==> src/rtl/stream_mux_pkg.sv <==
// stream_mux_pkg
//   Shared types and helpers for the stream_mux_arb slice.
//   arb_mode_e  : arbitration policy selected at elaboration time
//   mux_state_e : packet-lock state of the multiplexer FSM
//   wrapInc     : modulo-n increment that wraps explicitly, so it stays
//                 correct when the channel count is not a power of two
package stream_mux_pkg;

  typedef enum logic [1:0] {
    ARB_RR,
    ARB_FIXED,
    ARB_EXT
  } arb_mode_e;

  typedef enum logic {
    IDLE,
    LOCKED
  } mux_state_e;

  // Returns (idx + 1) mod n. The compare-and-reset form is used instead of
  // dropping carry bits because n is generally not a power of two.
  function automatic int unsigned wrapInc(input int unsigned idx, input int unsigned n);
    if (idx + 32'd1 >= n) begin
      return 32'd0;
    end
    return idx + 32'd1;
  endfunction

endpackage

==> src/rtl/stream_mux_arb_rr_picker.sv <==
// rr_picker
//   Purely combinational candidate selector for stream_mux_arb.
//   Ports:
//     req   in  [NumInputs-1:0] : per-channel request (input valid)
//     ptr   in  [SelW-1:0]      : search start for ARB_RR, requested
//                                 channel for ARB_EXT, ignored for ARB_FIXED
//     mode  in  arb_mode_e      : arbitration policy
//     found out 1               : a candidate exists
//     index out [SelW-1:0]      : the chosen channel (0 when found is low)
module rr_picker
  import stream_mux_pkg::*;
#(
  parameter int NumInputs = 8,
  parameter int SelW      = $clog2(NumInputs)
) (
  input  logic [NumInputs-1:0] req,
  input  logic [SelW-1:0]      ptr,
  input  arb_mode_e            mode,
  output logic                 found,
  output logic [SelW-1:0]      index
);

  // Requests padded out to the full index range, so any SelW-bit index
  // (including ones past the last real channel) reads a defined zero.
  localparam int PadW = 1 << SelW;

  logic [PadW-1:0] reqPad;

  assign reqPad = PadW'(req);

  // Candidate search. The loops run from the far end towards the preferred
  // end so the last hit written is the one with the highest priority.
  always_comb begin
    int cand;
    found = 1'b0;
    index = '0;
    cand  = 0;
    case (mode)
      ARB_FIXED: begin
        for (int i = NumInputs - 1; i >= 0; i--) begin
          if (reqPad[SelW'(i)]) begin
            found = 1'b1;
            index = SelW'(i);
          end
        end
      end
      ARB_EXT: begin
        // An out-of-range select never grants, even though the padded
        // vector would read zero there anyway.
        if ((int'(ptr) < NumInputs) && reqPad[ptr]) begin
          found = 1'b1;
          index = ptr;
        end
      end
      default: begin
        for (int off = NumInputs - 1; off >= 0; off--) begin
          cand = int'(ptr) + off;
          if (cand >= NumInputs) begin
            cand = cand - NumInputs;
          end
          if (reqPad[SelW'(cand)]) begin
            found = 1'b1;
            index = SelW'(cand);
          end
        end
      end
    endcase
  end

endmodule

==> src/rtl/stream_mux_arb.sv <==
// stream_mux_arb
//   N-input valid/ready stream multiplexer with packet-level locking and a
//   registered output stage. A channel is chosen in IDLE, then served
//   exclusively until its inLast beat is accepted.
//   Ports:
//     clk, rst                 : clock (rising edge), async active-high reset
//     inValid/inData/inLast    : per-channel producer side
//     inReady                  : per-channel accept, only the granted bit
//                                can be high
//     selectIn                 : requested channel, used when Mode==ARB_EXT
//     outValid/outData/outLast : registered output beat
//     outChannel               : source channel of the output beat
//     outReady                 : downstream accept
module stream_mux_arb
  import stream_mux_pkg::*;
#(
  parameter int        Width     = 8,
  parameter int        NumInputs = 8,
  parameter arb_mode_e Mode      = ARB_RR,
  parameter int        SelW      = $clog2(NumInputs)
) (
  input  logic                 clk,
  input  logic                 rst,
  input  logic [NumInputs-1:0] inValid,
  input  logic [Width-1:0]     inData [0:NumInputs-1],
  input  logic [NumInputs-1:0] inLast,
  output logic [NumInputs-1:0] inReady,
  input  logic [SelW-1:0]      selectIn,
  output logic                 outValid,
  output logic [Width-1:0]     outData,
  output logic                 outLast,
  output logic [SelW-1:0]      outChannel,
  input  logic                 outReady
);

  mux_state_e       state;
  mux_state_e       stateNext;
  logic [SelW-1:0]  rrPtr;
  logic [SelW-1:0]  grant;
  logic [SelW-1:0]  pickPtr;
  logic [SelW-1:0]  pickIndex;
  logic             pickFound;
  logic             grantValid;
  logic             grantLast;
  logic [Width-1:0] grantData;
  logic             acceptBeat;
  logic             handshake;

  // The picker's pointer input doubles as the external select in ARB_EXT,
  // which keeps the picker interface mode-agnostic.
  assign pickPtr = (Mode == ARB_EXT) ? selectIn : rrPtr;

  rr_picker #(
    .NumInputs(NumInputs),
    .SelW     (SelW)
  ) uPicker (
    .req  (inValid),
    .ptr  (pickPtr),
    .mode (Mode),
    .found(pickFound),
    .index(pickIndex)
  );

  // Route the granted channel's valid/data/last to the output stage.
  always_comb begin
    grantValid = 1'b0;
    grantData  = '0;
    grantLast  = 1'b0;
    for (int i = 0; i < NumInputs; i++) begin
      if (grant == SelW'(i)) begin
        grantValid = inValid[i];
        grantData  = inData[i];
        grantLast  = inLast[i];
      end
    end
  end

  // FSM state register.
  always_ff @(posedge clk or posedge rst) begin
    if (rst) begin
      state <= IDLE;
    end else begin
      state <= stateNext;
    end
  end

  // FSM next state and inReady. The granted channel may push whenever the
  // output register is empty or draining this cycle, which gives one beat
  // per cycle under continuous outReady.
  always_comb begin
    stateNext  = state;
    inReady    = '0;
    acceptBeat = 1'b0;
    handshake  = 1'b0;
    case (state)
      IDLE: begin
        if (pickFound) begin
          stateNext = LOCKED;
        end
      end
      LOCKED: begin
        acceptBeat = !outValid || outReady;
        for (int i = 0; i < NumInputs; i++) begin
          inReady[i] = acceptBeat && (grant == SelW'(i));
        end
        handshake = acceptBeat && grantValid;
        if (handshake && grantLast) begin
          stateNext = IDLE;
        end
      end
      default: begin
        stateNext = IDLE;
      end
    endcase
  end

  // Grant is captured only in IDLE, so selectIn or request changes during a
  // packet cannot move the lock.
  always_ff @(posedge clk or posedge rst) begin
    if (rst) begin
      grant <= '0;
    end else if ((state == IDLE) && pickFound) begin
      grant <= pickIndex;
    end
  end

  // Round-robin pointer moves past the channel whose packet just ended;
  // the other modes leave it frozen.
  always_ff @(posedge clk or posedge rst) begin
    if (rst) begin
      rrPtr <= '0;
    end else if ((Mode == ARB_RR) && handshake && grantLast) begin
      rrPtr <= SelW'(wrapInc(32'(grant), NumInputs));
    end
  end

  // Output register. A load takes precedence over a drain, so a drain and a
  // load in the same cycle pass straight through without a bubble.
  always_ff @(posedge clk or posedge rst) begin
    if (rst) begin
      outValid   <= 1'b0;
      outData    <= '0;
      outLast    <= 1'b0;
      outChannel <= '0;
    end else if (handshake) begin
      outValid   <= 1'b1;
      outData    <= grantData;
      outLast    <= grantLast;
      outChannel <= grant;
    end else if (outValid && outReady) begin
      outValid <= 1'b0;
    end
  end

endmodule

==> config.mk <==
export PLATFORM = sky130hd
export DESIGN_NAME = stream_mux_arb
export DESIGN_NICKNAME = d
export VERILOG_FILES = /design/src/rtl/stream_mux_pkg.sv /design/src/rtl/stream_mux_arb_rr_picker.sv /design/src/rtl/stream_mux_arb.sv
export SDC_FILE = /design/constraint.sdc
export NUM_CORES = 1
export LEC_CHECK = 0
export ABC_CLOCK_PERIOD_IN_PS = 3150
export CAP_MARGIN = 20
export CORE_MARGIN = 2
export CORE_UTILIZATION = 38
export DETAILED_ROUTE_END_ITERATION = 8
export HOLD_SLACK_MARGIN = 0.1
export PLACE_DENSITY = 0.76
export SYNTH_ARGS = -nofsm -noshare
export SYNTH_HDL_FRONTEND = slang
export SYNTH_SLANG_ARGS = --single-unit
==> constraint.sdc <==
create_clock -name clk -period 3.15 [get_ports clk]
set_clock_uncertainty 0.15 [all_clocks]
set_input_delay 0.4725 -clock clk [delete_from_list [all_inputs] [get_ports clk]]
set_output_delay 0.4725 -clock clk [all_outputs]
set_load 0.05 [all_outputs]
After elaboration in Yosys (flattened, before gate mapping) --
Index checks and enable logic that the tools add are counted. Widths: inputs -> output; s select.
Word-level totals: flip-flop bits (word level) 20, output and inout bits 21, word-level logic and storage cells 147
Cells by class: add/sub/neg operators 16, order comparisons 17, eq/ne operators 7, muxes and demuxes 82, bitwise gates (word level) 1, reductions and logical operators 17
Operators by type and width (number):
- $mux 8 | 9
- $mux 3 | 17
- $mux 1 | 47
- $lt 3x5->1 const B | 8
- $ge 4x4->1 const B | 8
- $bmux 1 s3 | 8
- $sub 3x1->3 const B | 8
- $add 3x3->4 const B | 4
- $logic_and 1x1->1 | 13
- $eq 3x3->1 const B | 4
- $add 3x1->4 const B | 2
- $add 3x2->4 const B | 2
- $eq 3x2->1 const B | 2
- $ge 3x4->1 const B | 1
- $eq 3x1->1 const B | 1
- $logic_not 3->1 | 1
- $pmux 1 s2 | 1
- $reduce_bool 2->1 | 1
- $logic_not 1->1 | 1
- $logic_or 1x1->1 | 1
- $not 1->1 | 1

Logic depth before layout (Yosys ltp) --
Gate-level depths: netlist (run 1).
depth in word-level cells 16, depth in mapped cells 11

Hierarchy --
A second synthesis (run 1) with hierarchy kept.
Unflattened totals: cell total of the unflattened synthesis 327, area total of the unflattened synthesis 2696.3 sq um
By module, submodules not included:
- stream_mux_arb | instances 1, cells each 209, area an instance 1687.9 sq um, sequential area each 500.5 sq um
- rr_picker | instances 1, cells each 118, area an instance 1008.5 sq um, sequential area each 0.0 sq um

Least setup slack after synthesis (run 1) --
No wires, ideal clock.
path type reg2reg, start point reg rrPtr[0], in the netlist pickPtr[0], end point reg grant[1], library setup time 0.120 ns, data arrival time 2.795 ns, data required time 2.880 ns, setup slack 0.084 ns, cell stages (with the launch flop) 12, clock period less this slack 3.066 ns, cells stage by stage dfrtp_1 > buf_4 > buf_4 > inv_1 > ha_1 > clkbuf_1 > mux4_2 > mux2_2 > and2_1 > a211oi_1 > o211ai_1 > a41o_1
Between the ends: word-level cells in the longest chain between the ends 15, elaborated cells on any way between the ends 72, those cells by class add/sub: 15; order compare: 8; mux: 48; reduce/logical: 1
Ends and longest elaborated chain:
- from (decl) | line stream_mux_arb.sv:38 | logic [SelW-1:0] rrPtr;
- from (signal assigned) | line stream_mux_arb.sv:133 | rrPtr <= SelW'(wrapInc(32'(grant), NumInputs));
- $add 3x3->4 | line stream_mux_arb_rr_picker.sv:57 | cand = int'(ptr) + off;
- $ge 4x4->1 or $sub 3x1->3 (tied branches) | line stream_mux_arb_rr_picker.sv:58, stream_mux_arb_rr_picker.sv:59
- $mux 3 | line stream_mux_arb_rr_picker.sv:58 | if (cand >= NumInputs) begin
- $bmux 1 s3 | line stream_mux_arb_rr_picker.sv:61 | if (reqPad[SelW'(cand)]) begin
- $mux 1 (not written as such) (2 in series) | line stream_mux_arb_rr_picker.sv:61
- $mux 1 (8 in series) | line stream_mux_arb_rr_picker.sv:61
- $logic_and 1x1->1 | line stream_mux_arb.sv:122 | end else if ((state == IDLE) && pickFound) begin
- to (signal assigned) | line stream_mux_arb.sv:123 | grant <= pickIndex;
- to (decl) | line stream_mux_arb.sv:39 | logic [SelW-1:0] grant;
Several ways; a longest one is shown, not always the timed one. The select of a mux whose other input is x is not followed. A chain may end at the register's enable or synchronous reset.

Final worst setup path (run 1) --
start point reg grant[0], end point reg outData[6]
Between the ends: word-level cells in the longest chain between the ends 11, elaborated cells on any way between the ends 26, those cells by class eq/ne: 7; mux: 17; reduce/logical: 2
Ends and longest elaborated chain:
- $logic_not 3->1 | line stream_mux_arb.sv:70 | if (grant == SelW'(i)) begin
- $mux 1 (8 in series) | line stream_mux_arb.sv:70
- $logic_and 1x1->1 | line stream_mux_arb.sv:106 | handshake = acceptBeat && grantValid;
- $mux 1 | line stream_mux_arb.sv:95 | case (state)
- to (signal assigned) | line stream_mux_arb.sv:147 | outData <= grantData;
- to (decl) | line stream_mux_arb.sv:30 | output logic [Width-1:0] outData,
Several ways; a longest one is shown, not always the timed one.

==> results of run 1 <==
-- layout by cell type (no fill, tap or decap), drive strengths merged, types with 3 or more instances in the layout --
cell / count
inv: 20
o31ai: 8
clkdlybuf4s50: 95
a211o: 3
o21a: 4
a21oi: 18
dfrtp: 20
nor2b: 6
mux2: 22
clkbuf: 3
o211ai: 4
or3: 9
mux2i: 11
a211oi: 3
a22oi: 4
nand2: 23
and3: 12
ha: 8
a221oi: 14
a31oi: 11
a221o: 8
nor2: 22
o21ai: 17
mux4: 8
buf: 23
-- power groups by stage --
stage | clock network, mW | registers, mW | logic (mW)
after floorplan | 0 | 0.746 | 1.95
after global placement | 0 | 0.503 | 3.13
after detailed placement | 0 | 0.507 | 3.14
after CTS | 0.257 | 0.500 | 3.16
after global routing | 0.272 | 0.513 | 3.41
final | 0.255 | 0.500 | 3.17
-- layout make-up --
type | count | area (µm²) | area share, %
clock inverter | 1 | 30.03 | 0.7916
sequential | 20 | 500.5 | 13.19
clock buffer | 3 | 41.29 | 1.088
inverter | 21 | 78.83 | 2.078
timing repair buffer | 118 | 1199 | 31.60
tap | 77 | 96.34 | 2.540
multi-input combinational | 241 | 1848 | 48.71
-- stage by stage --
stage	hold slack (ps)	instances
4_1_cts	349.3	481
6_report	340.8	481
3_3_place_gp	322.6	477
3_5_place_dp	331.7	477
5_1_grt	358.4	481
2_1_floorplan	286.3	305
-- worst max-delay path by stage --
stage / endpoint / slack, ps / depth (start not counted)
floorplan: grant[1]$_DFFE_PP0P_ / 80 / 11
global placement: grant[1]$_DFFE_PP0P_ / 190 / 7
detailed placement: outData[3]$_DFFE_PP0P_ / 170 / 6
CTS: outData[6]$_DFFE_PP0P_ / 170 / 8
global route: outData[6]$_DFFE_PP0P_ / 30 / 8
finish: outData[6]$_DFFE_PP0P_ / 180 / 8
-- logic make-up after synthesis --
| family | after synthesis |
|---|---|
| fa+ha+maj | 8 |
| mux | 41 |
| xor+xnor | 2 |
| flops | 20 |
| buf+inv | 44 |
| simple gates | 86 |
| compound gates | 104 |
-- sequential cells by signal, indices dropped and copies added, names as in the netlist --
register / cells
outValid: 1
state: 1
outChannel: 3
outData: 8
pickPtr: 3
grant: 3
outLast: 1
-- routing by layer --
| layer | global-route usage [%] | vias to the layer above | wire (µm) |
|---|---|---|---|
| met3 | 6.449 | 12 | 856 |
| met1 | 31.52 | 1427 | 3823 |
| met2 | 42.61 | 139 | 4533 |
| met5 | 0 | - | 0 |
| li1 | - | 1370 | - |
| met4 | 4.762 | 0 | 159 |
-- critical path: stages (launching register included) --
cell and delay (ps):
dfrtp_1 470, ha_1 210, ha_1 250, buf_4 220, nand2_1 80, a2111oi_0 420
a21o_1 210, o21a_1 440, mux2_2 400
==> flow_summary.ini, run 1 <==
[synth]
synth_area_per_cell_um2 = 8.299
yosys.area.top_type = dfrtp_1
synth_common_cells = 23 x nand2_1, 22 x nor2_1, 20 x dfrtp_1, 20 x inv_1, 18 x a21oi_1
synth_xor_area_share_pct = 0.6920
synthDistinctLibCells = 51
synth-compound-area-share_pct = 29.66
synth_edf_count = 0
synthArstFlopShare_pct = 100.0
synth_mux_area_share_pct = 21.26
netlist_instances = 305
ys.flop_type = dfrtp_1
yosys.area_share.simple_pct = 17.45
syn_nets = 399
seq_area_frac_synth_pct = 19.77
yosys_warnings = 0
synth_top_family_by_area = compound AO/OA/AOI/OAI gates
syn-cell-area_um2 = 2531
ys_ff_latch = 20
synth_fa_ha_area_share_pct = 3.955
synth.area.top_cells = dfrtp_1 20%, mux4_2 7.1%, mux2_2 5.8%
synth_top_area_share_pct = 19.77
yosysMostFrequentCell = nand2_1

[final_layout]
diodes = 0
area_growth_pct = 49.88
final_util_pct = 59.40
drive_gt1_share_pct = 13.61
final_area_um2 = 3794
nFillCells = 581
layout.nets = 499

[place]
placed_area_um2 = 3722
gp_congestion = 0.9419
dp_hpwl_um = 7203
pre_cts_ws_ps = 166.6
port_buffers = 103

[floorplanning]
start_util_pct = 39.64
die_h_um = 85.62
io-pin-count = 107
coreArea_um2 = 6386
die_area_um2 = 7330
std_cell_rows = 29
die_w_um = 85.62

[clock_network]
cts.sinks = 20
postCtsSetupRepairBufs = 0
clk_pin_slew_worst_paths_ps = 80
cts_buffers = 3
clk_path_buf_depth = 2
cts_hold_buf = 0
cts_tree = built
cts-htree-levels = 1
root_buffer = clkbuf_8
worstSkewPairLatency_ps = 260
cts_resized = 0

[worst_hold_path]
hold_end = outLast$_DFFE_PP0P_
hp-class = register to register
worstHoldStart = outLast$_DFFE_PP0P_
min_path_cells = 1

[power]
p_sw_mw = 1.983
p_leak_nw = 1.553
vdd_drop_max_uv = 632.7
combPwrFrac_pct = 80.7
pwr-share-seq_pct = 12.7
p_int_mw = 1.942
p_per_area_nw_per_um2 = 1035
clock_power_share_pct = 6.5
p_total_mw = 3.925
netSwitchingFraction_pct = 50.52

[setup_path]
worstPathArrival_ps = 2960
path_class = register to register
crit_start = grant[0]$_DFFE_PP0P_
crit_required_ps = 3140
reg2regPathDepth = 8
startpoint_type = register
r2r-end = outData[6]$_DFFE_PP0P_
rrSetupSlack_ps = 180
crit_fanout = 12
cp-end-kind = register
r2r-start = grant[0]$_DFFE_PP0P_

[timing]
final_max_slew_viol_count = 0
period_share_pct = 94.15
clock.fmax_ghz = 0.3372
period_minus_slack_ps = 2966
relSlewSlack_pct = 48.46
rsz0062_at_grt = false
finalSetupViolCount = 0
worstMarginPinSlew_ps = 772.2
finalWorstSetupSlack_ps = 184.4
hold_viol = 0
tns_ps = 0

[job]
maxCapViolations = 0

[route]
drt_iter0_drc = 141
drcViolationCount = 0
vias_per_cell = 6.129
vias = 2948
wirelength_um = 9373
wl_per_cell_um = 19.49
dr.pass1.iters = 4
ant_nets = 0

[status]
status = complete, no violations

[global_route]
grt_use_total_pct = 24.76
grt_pass1_vias = 2883
overflow = 0
grt_pass1_wl_um = 14530
antenna_found_initial = 0
grt_max_degree = 28
(Power assumes the default switching activity.)
==> inputs of run 2 (changes only) <==
--- a/config.mk
+++ b/config.mk
@@ -8,10 +8,11 @@
 export ABC_CLOCK_PERIOD_IN_PS = 3150
 export CAP_MARGIN = 20
 export CORE_MARGIN = 2
-export CORE_UTILIZATION = 38
+export CORE_UTILIZATION = 40
+export CTS_CLUSTER_SIZE = 16
 export DETAILED_ROUTE_END_ITERATION = 8
 export HOLD_SLACK_MARGIN = 0.1
-export PLACE_DENSITY = 0.76
+export PLACE_DENSITY = 0.79
 export SYNTH_ARGS = -nofsm -noshare
 export SYNTH_HDL_FRONTEND = slang
 export SYNTH_SLANG_ARGS = --single-unit
==> flow_summary.ini, run 2 (synthesis gave the netlist of run 1 again) <==
[power]
p_per_area_nw_per_um2 = 1028
combPwrFrac_pct = 82.5
p_int_mw = 1.852
p_sw_mw = 2.014
p_leak_nw = 1.542
vdd_drop_max_uv = 894.2
p_total_mw = 3.867
pwr-share-seq_pct = 12.7
netSwitchingFraction_pct = 52.09
clock_power_share_pct = 4.9

[floorplanning]
die_w_um = 83.55
die_h_um = 83.55
io-pin-count = 107
std_cell_rows = 28
start_util_pct = 42.01
coreArea_um2 = 6026
die_area_um2 = 6981

[route]
dr.pass1.iters = 6
vias = 2939
vias_per_cell = 6.136
ant_nets = 0
drcViolationCount = 0
wl_per_cell_um = 19.08
drt_iter0_drc = 253
wirelength_um = 9138

[clock_network]
worstSkewPairLatency_ps = 250
cts_tree = built
clk_pin_slew_worst_paths_ps = 70
cts-htree-levels = 1
cts_resized = 0
cts_buffers = 3
root_buffer = clkbuf_8
cts_hold_buf = 0
cts.sinks = 20
clk_path_buf_depth = 2
postCtsSetupRepairBufs = 0

[final_layout]
drive_gt1_share_pct = 13.61
layout_commonest_cell = clkdlybuf4s50_1
diodes = 0
largest_reg_flops = 8
top_register = outData
area_growth_pct = 48.64
final_area_um2 = 3762
seqCellArea_um2 = 500.5
layout.nets = 499
layout_common_cells = 95 x clkdlybuf4s50_1, 23 x nand2_1, 22 x nor2_1
multi_input_comb_area_um2 = 1848
nFillCells = 545

[place]
port_buffers = 103
gp_congestion = 0.9269
placed_area_um2 = 3707
dp_hpwl_um = 7135

[global_route]
grt_max_degree = 32
grt_pass1_vias = 2821
grt_use_total_pct = 25.56
antenna_found_initial = 0
grt_pass1_wl_um = 14540
overflow = 0

[setup_path]
cpPeakStageDelay_ps = 490
startpoint_type = register
crit_family = simple AND/OR/NAND/NOR gates
r2r-start = grant[1]$_DFFE_PP0P_
cpMaxStageDelayCell = or4_4
cp-end-kind = register
critical_path_buf_inv_count = 1
crit_fanout = 7
path_class = register to register
crit_start = grant[1]$_DFFE_PP0P_
worstPathArrival_ps = 2930
path_cells = inv_1 > ha_1 > and2b_4 > a221oi_2 > or4_4 > a2111oi_2 > a32o_2 > mux2_1
crit_required_ps = 3130

[timing]
clock.fmax_ghz = 0.3389
period_minus_slack_ps = 2950
hold_viol = 0
period_share_pct = 93.67
rsz0062_at_grt = false
finalSetupViolCount = 0
tns_ps = 0
relSlewSlack_pct = 51.77
final_max_slew_viol_count = 0
worstMarginPinSlew_ps = 722.6

[worst_hold_path]
hp-class = register to register
worstHoldStart = outChannel[2]$_DFFE_PP0P_

[status]
status = complete, no violations

[job]
maxCapViolations = 0
## run 2: layer usage
metal / vias to the layer above / track usage [%] / routed length [µm]
met5: - / 0 / 0
met3: 16 / 4.946 / 787
met4: 0 / 6.305 / 177
met2: 157 / 39.37 / 4118
li1: 1369 / - / -
met1: 1397 / 36.87 / 4054
## run 2: path summary, 6_finish.rpt
check                           depth (start not counted)                         to  slack, ps
worst max-delay path                                    8     pickPtr[2]$_DFFE_PP0P_        200
worst max register to register                          8     pickPtr[2]$_DFFE_PP0P_        200
min in group asynchronous                               2        outLast$_DFFE_PP0P_        490
worst min-delay path                                    1  outChannel[2]$_DFFE_PP0P_        340
max in group asynchronous                               2     outData[7]$_DFFE_PP0P_       1900
worst min register to register                          1  outChannel[2]$_DFFE_PP0P_        340
## run 2: area by class of cell
cell class	count	area share (%)
inverters	21	2.095
well taps	75	2.494
repair buffers	118	31.53
clock buffers	4	1.463
multi-input cells	241	49.12
flip-flops and latches	20	13.30
## run 2: power by group through the flow
stage	Sequential [mW]	Clock, mW	Combinational, mW
final	0.490	0.188	3.19
after global routing	0.506	0.201	3.44
after CTS	0.490	0.193	3.16
after detailed placement	0.492	0	3.13
after global placement	0.488	0	3.10
after floorplan	0.746	0	1.95
## run 2: metrics by stage
step           utilization, %  hold slack, ps  instances  worst slack (ps)
2_1_floorplan               -           286.3        305             84.30
3_3_place_gp            61.52           318.3        475             193.2
3_5_place_dp            61.52           327.4        475             155.3
4_1_cts                 62.44           342.5        479             221.9
5_1_grt                 62.44           358.4        479             59.61
6_report                62.44           336.7        479             199.5
